`src/rtl/riscv_pkg.sv`:
```
// Shared constants and types for the RISC-V core front end.
package riscv_pkg;

   localparam int unsigned DEF_PC_WIDTH   = 32;
   localparam int unsigned DEF_INST_WIDTH = 32;
   localparam logic [31:0] DEF_RESET_VEC  = 32'h0000_0000;
   localparam int unsigned DEF_BUF_DEPTH  = 2;

   // Sequential fetch advances by one 32-bit instruction word.
   localparam int unsigned PC_INCR = 4;

   typedef enum logic [1:0] {
      ST_IDLE = 2'd0,
      ST_RUN  = 2'd1,
      ST_TRAP = 2'd2
   } fetch_state_e;

endpackage : riscv_pkg

```
`src/rtl/fetch_buf.sv`:
```
// Two-entry FIFO of {pc, inst} pairs between instruction memory and decode.
// A flush empties the FIFO and overrides any push or pop in the same cycle.
module fetch_buf #(
   parameter int unsigned PC_W   = 32,
   parameter int unsigned INST_W = 32
) (
   input  logic              clk,
   input  logic              rst_n,
   input  logic              push,
   input  logic              pop,
   input  logic              flush,
   input  logic [PC_W-1:0]   push_pc,
   input  logic [INST_W-1:0] push_inst,
   output logic [1:0]        count,
   output logic [PC_W-1:0]   head_pc,
   output logic [INST_W-1:0] head_inst
);

   logic [PC_W-1:0]   pc_mem_q   [2];
   logic [INST_W-1:0] inst_mem_q [2];

   logic       wr_ptr_q, wr_ptr_d;
   logic       rd_ptr_q, rd_ptr_d;
   logic [1:0] count_q, count_d;

   // Next pointer and occupancy values.
   always_comb begin
      // NOTE: every signal assigned here gets its default first so no latch is inferred.
      wr_ptr_d = wr_ptr_q;
      rd_ptr_d = rd_ptr_q;
      count_d  = count_q;
      if (flush) begin
         wr_ptr_d = 1'b0;
         rd_ptr_d = 1'b0;
         count_d  = 2'd0;
      end else begin
         if (push) wr_ptr_d = ~wr_ptr_q;
         if (pop)  rd_ptr_d = ~rd_ptr_q;
         count_d = count_q + 2'(push) - 2'(pop);
      end
   end

   // Pointer and occupancy registers.
   always_ff @(posedge clk or negedge rst_n) begin
      // NOTE: sequential state uses non-blocking assignments so all flops update together.
      if (!rst_n) begin
         wr_ptr_q <= 1'b0;
         rd_ptr_q <= 1'b0;
         count_q  <= 2'd0;
      end else begin
         wr_ptr_q <= wr_ptr_d;
         rd_ptr_q <= rd_ptr_d;
         count_q  <= count_d;
      end
   end

   // Entry storage write port.
   always_ff @(posedge clk) begin
      // NOTE: storage is deliberately not reset; count gates validity, so stale data is never presented.
      if (push && !flush) begin
         pc_mem_q[wr_ptr_q]   <= push_pc;
         inst_mem_q[wr_ptr_q] <= push_inst;
      end
   end

   assign count     = count_q;
   assign head_pc   = pc_mem_q[rd_ptr_q];
   assign head_inst = inst_mem_q[rd_ptr_q];

endmodule : fetch_buf

```
`src/rtl/inst_fetch_unit.sv`:
```
// Instruction fetch unit: owns the PC, drives the instruction memory address,
// buffers returned words and hands {pc, inst} to decode over valid/ready.
module inst_fetch_unit
   import riscv_pkg::*;
#(
   parameter int unsigned                   PC_WIDTH_LENGTH   = DEF_PC_WIDTH,
   parameter int unsigned                   INST_WIDTH_LENGTH = DEF_INST_WIDTH,
   parameter logic [PC_WIDTH_LENGTH-1:0]    RESET_VECTOR      = DEF_RESET_VEC,
   parameter int unsigned                   BUF_DEPTH         = DEF_BUF_DEPTH
) (
   input  logic                         clk,
   input  logic                         rst_n,
   input  logic                         fetch_en,
   output logic [PC_WIDTH_LENGTH-1:0]   imem_pc,
   input  logic [INST_WIDTH_LENGTH-1:0] imem_inst,
   input  logic                         redirect_valid,
   input  logic [PC_WIDTH_LENGTH-1:0]   redirect_pc,
   output logic                         dec_valid,
   input  logic                         dec_ready,
   output logic [INST_WIDTH_LENGTH-1:0] dec_inst,
   output logic [PC_WIDTH_LENGTH-1:0]   dec_pc,
   output logic                         misalign_trap
);

   fetch_state_e state_q, state_d;

   logic [PC_WIDTH_LENGTH-1:0]   fetch_pc_q, fetch_pc_d;
   logic                         misalign_q, misalign_d;

   logic [1:0]                   buf_count;
   logic [PC_WIDTH_LENGTH-1:0]   head_pc;
   logic [INST_WIDTH_LENGTH-1:0] head_inst;
   logic                         buf_full;
   logic                         push;
   logic                         pop;
   logic                         redirect_misaligned;

   assign buf_full            = (buf_count == 2'(BUF_DEPTH));
   assign pop                 = dec_valid && dec_ready;
   assign push                = (state_q == ST_RUN) && fetch_en && !redirect_valid
                                && (!buf_full || pop);
   assign redirect_misaligned = (redirect_pc[1:0] != 2'b00);

   // Next-state, next-PC and trap flag; a redirect overrides normal sequencing.
   always_comb begin
      state_d    = state_q;
      fetch_pc_d = fetch_pc_q;
      misalign_d = misalign_q;
      if (redirect_valid) begin
         fetch_pc_d = redirect_pc;
         if (redirect_misaligned) begin
            state_d    = ST_TRAP;
            misalign_d = 1'b1;
         end else begin
            state_d    = fetch_en ? ST_RUN : ST_IDLE;
            misalign_d = 1'b0;
         end
      end else begin
         unique case (state_q)
            ST_IDLE: if (fetch_en)  state_d = ST_RUN;
            ST_RUN:  if (!fetch_en) state_d = ST_IDLE;
            ST_TRAP: state_d = ST_TRAP;
            default: state_d = ST_IDLE;
         endcase
         if (push) fetch_pc_d = fetch_pc_q + PC_WIDTH_LENGTH'(PC_INCR);
      end
   end

   // State, PC and trap registers.
   always_ff @(posedge clk or negedge rst_n) begin
      if (!rst_n) begin
         state_q    <= ST_IDLE;
         fetch_pc_q <= RESET_VECTOR;
         misalign_q <= 1'b0;
      end else begin
         state_q    <= state_d;
         fetch_pc_q <= fetch_pc_d;
         misalign_q <= misalign_d;
      end
   end

   fetch_buf #(
      .PC_W   (PC_WIDTH_LENGTH),
      .INST_W (INST_WIDTH_LENGTH)
   ) u_fetch_buf (
      .clk       (clk),
      .rst_n     (rst_n),
      .push      (push),
      .pop       (pop),
      .flush     (redirect_valid),
      .push_pc   (fetch_pc_q),
      .push_inst (imem_inst),
      .count     (buf_count),
      .head_pc   (head_pc),
      .head_inst (head_inst)
   );

   assign imem_pc       = fetch_pc_q;
   assign dec_valid     = (buf_count != 2'd0);
   assign dec_pc        = dec_valid ? head_pc   : '0;
   assign dec_inst      = dec_valid ? head_inst : '0;
   assign misalign_trap = misalign_q;

endmodule : inst_fetch_unit
```
`config.mk`:
```
export PLATFORM = sky130hd
export DESIGN_NAME = inst_fetch_unit
export DESIGN_NICKNAME = d
export VERILOG_FILES = /design/src/rtl/riscv_pkg.sv /design/src/rtl/fetch_buf.sv /design/src/rtl/inst_fetch_unit.sv
export SDC_FILE = /design/constraint.sdc
export NUM_CORES = 1
export LEC_CHECK = 0
export BUFFER_PORTS_ARGS = -buffer_cell sky130_fd_sc_hd__buf_2
export CORE_AREA = 5 5 164 87
export CTS_CLUSTER_SIZE = 8
export DETAILED_ROUTE_END_ITERATION = 10
export DIE_AREA = 0 0 169 92
export PLACE_DENSITY = 0.84
export SYNTH_ARGS = -nofsm -noshare
export SYNTH_HDL_FRONTEND = slang
export SYNTH_SLANG_ARGS = --single-unit
```
`constraint.sdc`:
```
create_clock -name clk -period 8 [get_ports clk]
set_input_delay 0.4 -clock clk [delete_from_list [all_inputs] [get_ports clk]]
set_output_delay 0.4 -clock clk [all_outputs]
set_load 0.05 [all_outputs]
```
* After elaboration in Yosys (flattened, before gate mapping)
Memories as Yosys holds them, arrays and structs flattened. Cells that the tools add are included.
Word-level totals: RAM bits 128, input port bits 69, output and inout port bits 98, bits in registers 39, word-level logic and storage cells 50, memories 2
Memory list:
- u_fetch_buf.inst_mem_q | words 2, width 32, rd ports 1, clocked after memory_dff 0, wr ports 1, line fetch_buf.sv:20 | logic [INST_W-1:0] inst_mem_q [2];
- u_fetch_buf.pc_mem_q | words 2, width 32, rd ports 1, clocked after memory_dff 0, wr ports 1, line fetch_buf.sv:19 | logic [PC_W-1:0] pc_mem_q [2];
Operators by class: muxes and demuxes 18, reductions and logical operators 14, bitwise operators 2, $add $sub $neg 3, equal/unequal tests 5
Operators with widths (count):
- 32-bit 2-to-1 mux | 4
- 32-bit by 3-bit adder with 32-bit output, second input constant | 1
- 2-bit 2-to-1 mux | 5
- 1-bit 2-to-1 mux | 8
- 2-bit nonzero test | 4
- 3-bit != test, second input constant | 2
- 2-bit case mux with 3 select lines | 1
- 1-bit logical AND | 5
- 2-bit equality test, second input constant | 2
- 2-bit by 1-bit adder with 2-bit output | 1
- 2-bit by 1-bit equality test with 1-bit output, second input constant | 1
- 1-bit zero test | 2
- 2-bit zero test | 1
- 1-bit NOT | 2
- 2-bit AND reduction | 1
- 2-bit by 1-bit subtractor with 2-bit output | 1
- 1-bit logical OR | 1

* Logic depth before layout (Yosys ltp)
word-level depth 7, depth in mapped cells 8, depth with buffers taken out 6

* Modules after synthesis
Synthesis repeated with hierarchy kept, for this count alone.
Second synthesis, totals: cell total of the unflattened synthesis 532, area total of the unflattened synthesis 7604.8 sq um
By module, submodules not included:
- fetch_buf | sequential area each 3943.8 sq um, area each 5031.1 sq um, times used 1, cells each 216
- inst_fetch_unit | sequential area each 875.8 sq um, area each 2573.7 sq um, times used 1, cells each 316

* Worst setup path after synthesis
No wires, ideal clock.
kind input -> register, from in redirect_valid, to mem u_fetch_buf.inst_mem_q[0][0] (enable), arrival 4.000 ns, setup slack 3.514 ns, stages 6, path buffers 3, required time 7.514 ns, setup time 0.486 ns, path through buf_2 -> and4bb_2 -> nand2_1 -> buf_2 -> buf_2 -> nor2_1
On the way: longest elaborated chain between the ends 6
Ends and longest elaborated chain:
- start: declaration | line inst_fetch_unit.sv:16 | input logic redirect_valid,
- 1-bit zero test (*) | line fetch_buf.sv:60, inst_fetch_unit.sv:40
- 1-bit logical AND | line inst_fetch_unit.sv:40 | assign push = (state_q == ST_RUN) && fetch_en && !redirect_valid
- 1-bit logical AND | line inst_fetch_unit.sv:41 | && (!buf_full || pop);
- 1-bit logical AND (*) | line fetch_buf.sv:60 | if (push && !flush) begin
- 1-bit 2-to-1 mux (*) | line fetch_buf.sv:60
- 1-bit 2-to-1 mux (not written as such) (*) | line fetch_buf.sv:62 | inst_mem_q[wr_ptr_q] <= push_inst;
- end: declaration | line fetch_buf.sv:20
Mark *: on every way between the ends. The rest lies on a longest branch, timed or not.

* Worst setup path after layout
from in redirect_valid, to mem u_fetch_buf.pc_mem_q[0][27] (enable)
On the way: longest elaborated chain between the ends 6
Ends and longest elaborated chain:
- 1-bit zero test (*) | line fetch_buf.sv:60, inst_fetch_unit.sv:40
- 1-bit logical AND | line inst_fetch_unit.sv:40
- 1-bit logical AND | line inst_fetch_unit.sv:41
- 1-bit logical AND (*) | line fetch_buf.sv:60
- 1-bit 2-to-1 mux (*) | line fetch_buf.sv:60
- 1-bit 2-to-1 mux (not written as such) (*) | line fetch_buf.sv:61 | pc_mem_q[wr_ptr_q] <= push_pc;
- end: declaration | line fetch_buf.sv:19
Marked as above.

==> metrics.md <==
| Metric | Value |
|---|---|
| Post_cts resized | `0` |
| Gr ovfl total | `0` |
| Slew of the pin with the lowest slew margin | `1.15 ns` |
| Fmax | `350 MHz` |
| Site row count | `29` |
| Largest net degree at the start of global routing | `66` |
| Root Driver | `clkbuf_16` |
| DP Area | `8130 µm²` |
| Core Footprint | `12,500 µm²` |
| Worst-Skew Late Latency | `0.41 ns` |
| Placed cells | `850` |
| Routed WL per cell | `18.6 µm` |
| Ant. Diodes | `0` |
| Most frequent cells in the layout | `166 x buf_2, 128 x edfxtp_1, 75 x nor2_1` |
| P&R area growth vs syn | `21.1%` |
| Ys Warns | `0` |
| Setup Viol. Count Final | `0` |
| Final worst path period share | `35.7%` |
| First-pass detailed-route iteration total | `5` |
| Most common cell after layout, fill and taps aside | `buf_2` |
| Post-route cell area | `8690 µm²` |
| WP buf/inv | `3` |
| Non-filler cells, final | `882` |
| First-pass GRT wire length | `26.4 mm` |
| Total Die Area | `15,500 µm²` |
| Yosys reg bits | `167` |
| Hold WS | `0.123 ns` |
| CP Launch Type | `input port` |
| Pins over their slew limit | `0` |
| # nets final | `770` |
| Crit path DAT | `2.89 ns` |
| Seq/Total Area, Yosys | `67.1%` |
| Pwr/cell area | `223 nW/µm²` |
| RSZ-0062 raised after global routing | `no` |
| Crit-path slowest cell | `buf_4` |
| # DRC | `0` |
| Crit path capture type | `flip-flop` |
| DR vias | `5,053` |
| CTS buffer count | `17` |
| Synth unique cells | `56` |
| Iter 0 DRT Violations | `571` |
| Clk pin slew, worst setup/hold paths | `0.07 ns` |
| RePlAce Congestion | `0.835` |
| ANT nets after route | `0` |
| Starting Density | `57.4%` |
| Clk sink count | `167` |
| Status | `finished, final reports clean` |
| Share of cells above drive strength 1 | `30.5%` |
| # hold bufs at CTS | `0` |
| Post-synthesis async set-or-reset flop share | `23.4%` |
| CP top delay family | `simple AND/OR/NAND/NOR gates` |
| Vias in the first global route | `5,056` |
| Mapped Area | `7180 µm²` |
| Static Leak | `3.31 nW` |
| Max clock buf depth | `2` |
| IO Count | `167` |
| Final Hold Viols | `0` |
| Maxcap violations | `0` |
| Chip height | `92 µm` |
| Slew HR | `23.3%` |
| VDD IR-drop max | `0.142 mV` |
| Maximum fanout along the worst path | `64` |
| Post-CTS Setup Inserts | `0` |
| Cells after Synth | `540` |
| Final wirelength | `16.4 mm` |
| Worst Path Required | `8.03 ns` |
| Top cell by count, worst path | `buf_4` |
| Crit path cell chain | `buf_2 -> buf_4 -> and4bb_2 -> nand2_1 -> nor2_4 -> buf_4` |
| Die W | `169 µm` |
| Clock H-tree levels | `4` |
| Syn Area/Cell | `13.3 µm²` |
| Tmin final | `2.85 ns` |
| Synth Flop Type | `edfxtp_1` |
| Hpwl dp | `10.7 mm` |
| Synthesized Nets | `611` |
| PortBufs | `166` |
| CTS tree | `built` |
| WS Path Type | `in2reg` |
| Skew final | `0.00719 ns` |
| Vias per Instance | `5.73` |
| HP Class | `in2async` |
| GRT Total Usage | `21.3%` |
| EDFF count, synth | `128` |
| Antenna violations before repair | `0` |
| Highest cell delay on the worst timing path | `0.70 ns` |
| Setup TNS | `0 ns` |
flip-flops by register name, summed over array words and instances, names as in the netlist:
signal                  flops
state_q                     2
u_fetch_buf.wr_ptr_q        1
misalign_trap               1
u_fetch_buf.rd_ptr_q        1
u_fetch_buf.count           2
imem_pc                    32
u_fetch_buf.pc_mem_q       64
u_fetch_buf.inst_mem_q     64
per-layer routing:
metal  vias up  wire length, µm  GRT usage (%)
met1      2474             6740           28.8
met4         0              184           5.89
met3        20             1090           4.08
li1       2362                -              -
met5         -                0              0
met2       197             8400           36.0
cells by family (layout without fill, tap and decap cells):
group / after synthesis / count (layout) / synth area share [%]
muxes: 70 / 70 / 9.84
buffers and inverters: 38 / 210 / 2.40
adders and majority gates: 2 / 2 / 0.348
AOI/OAI and AO/OA: 56 / 56 / 5.63
and+or+nand+nor: 200 / 200 / 13.8
DFF: 167 / 167 / 67.1
xor gates and xnor gates: 7 / 7 / 0.854
cell usage after synthesis, drive strengths merged (3+ instances only):
cell	n	area share, %
edfxtp	128	54
nor2	77	4.0
mux2i	65	9.1
dfrtp	39	14
nand2	37	1.9
clkbuf	20	1.0
nand3	19	1.3
o21ai	17	1.2
nand4	13	1.3
nor4	11	0.96
buf	10	0.94
inv	8	0.42
and3	7	0.64
nor3	7	0.49
o311ai	7	0.85
a221o	6	0.85
or3	6	0.61
mux2	5	0.78
nor2b	5	0.44
o41ai	5	0.61
or4	5	0.52
xnor2	5	0.61
a21oi	3	0.21
a31oi	3	0.26
and2	3	0.26
o211ai	3	0.31
cell type report:
cell class	instances	area, µm²
multi-input combinational	335	2200
sequential	167	4820
clock buffer	18	429
timing repair buffer	170	861
inverter	8	30.0
clock inverter	14	134
tap	170	213
fill	883	3820
where the power goes:
group / leakage, nW / total [W] / switching [W] / internal (W)
combinational: 1.41 / 0.000163 / 0.000116 / 0.0000477
clock: 0.266 / 0.000776 / 0.000320 / 0.000456
sequential: 1.63 / 0.000998 / 0.0000380 / 0.000960
total: 3.31 / 0.00194 / 0.000473 / 0.00146
path summary, 6_finish.rpt:
| kind | start | endpoint | slack [ns] | cells after the start |
|---|---|---|---|---|
| max | redirect_valid | u_fetch_buf.pc_mem_q[0][27] | 5.15 | 6 |
| min | rst_n | imem_pc[7] | 0.12 | 1 |
| max reg2reg | u_fetch_buf.count[1] | u_fetch_buf.pc_mem_q[0][27] | 5.17 | 4 |
| min reg2reg | misalign_trap | misalign_trap | 0.51 | 2 |
| max in group asynchronous | rst_n | u_fetch_buf.rd_ptr_q | 7.22 | 1 |
| min in group clk | imem_inst[17] | u_fetch_buf.inst_mem_q[1][17] | 0.18 | 1 |
per-stage QoR:
step	worst slack (ns)	util, %	power (W)
floorplan	3.51	-	0.00111
global placement	4.88	65.0	0.00117
detailed placement	4.81	65.0	0.00118
CTS	5.21	69.5	0.00194
global route	4.95	69.5	0.00200
finish	5.15	69.5	0.00194
Note: power is estimated with default switching activity, not from simulation.
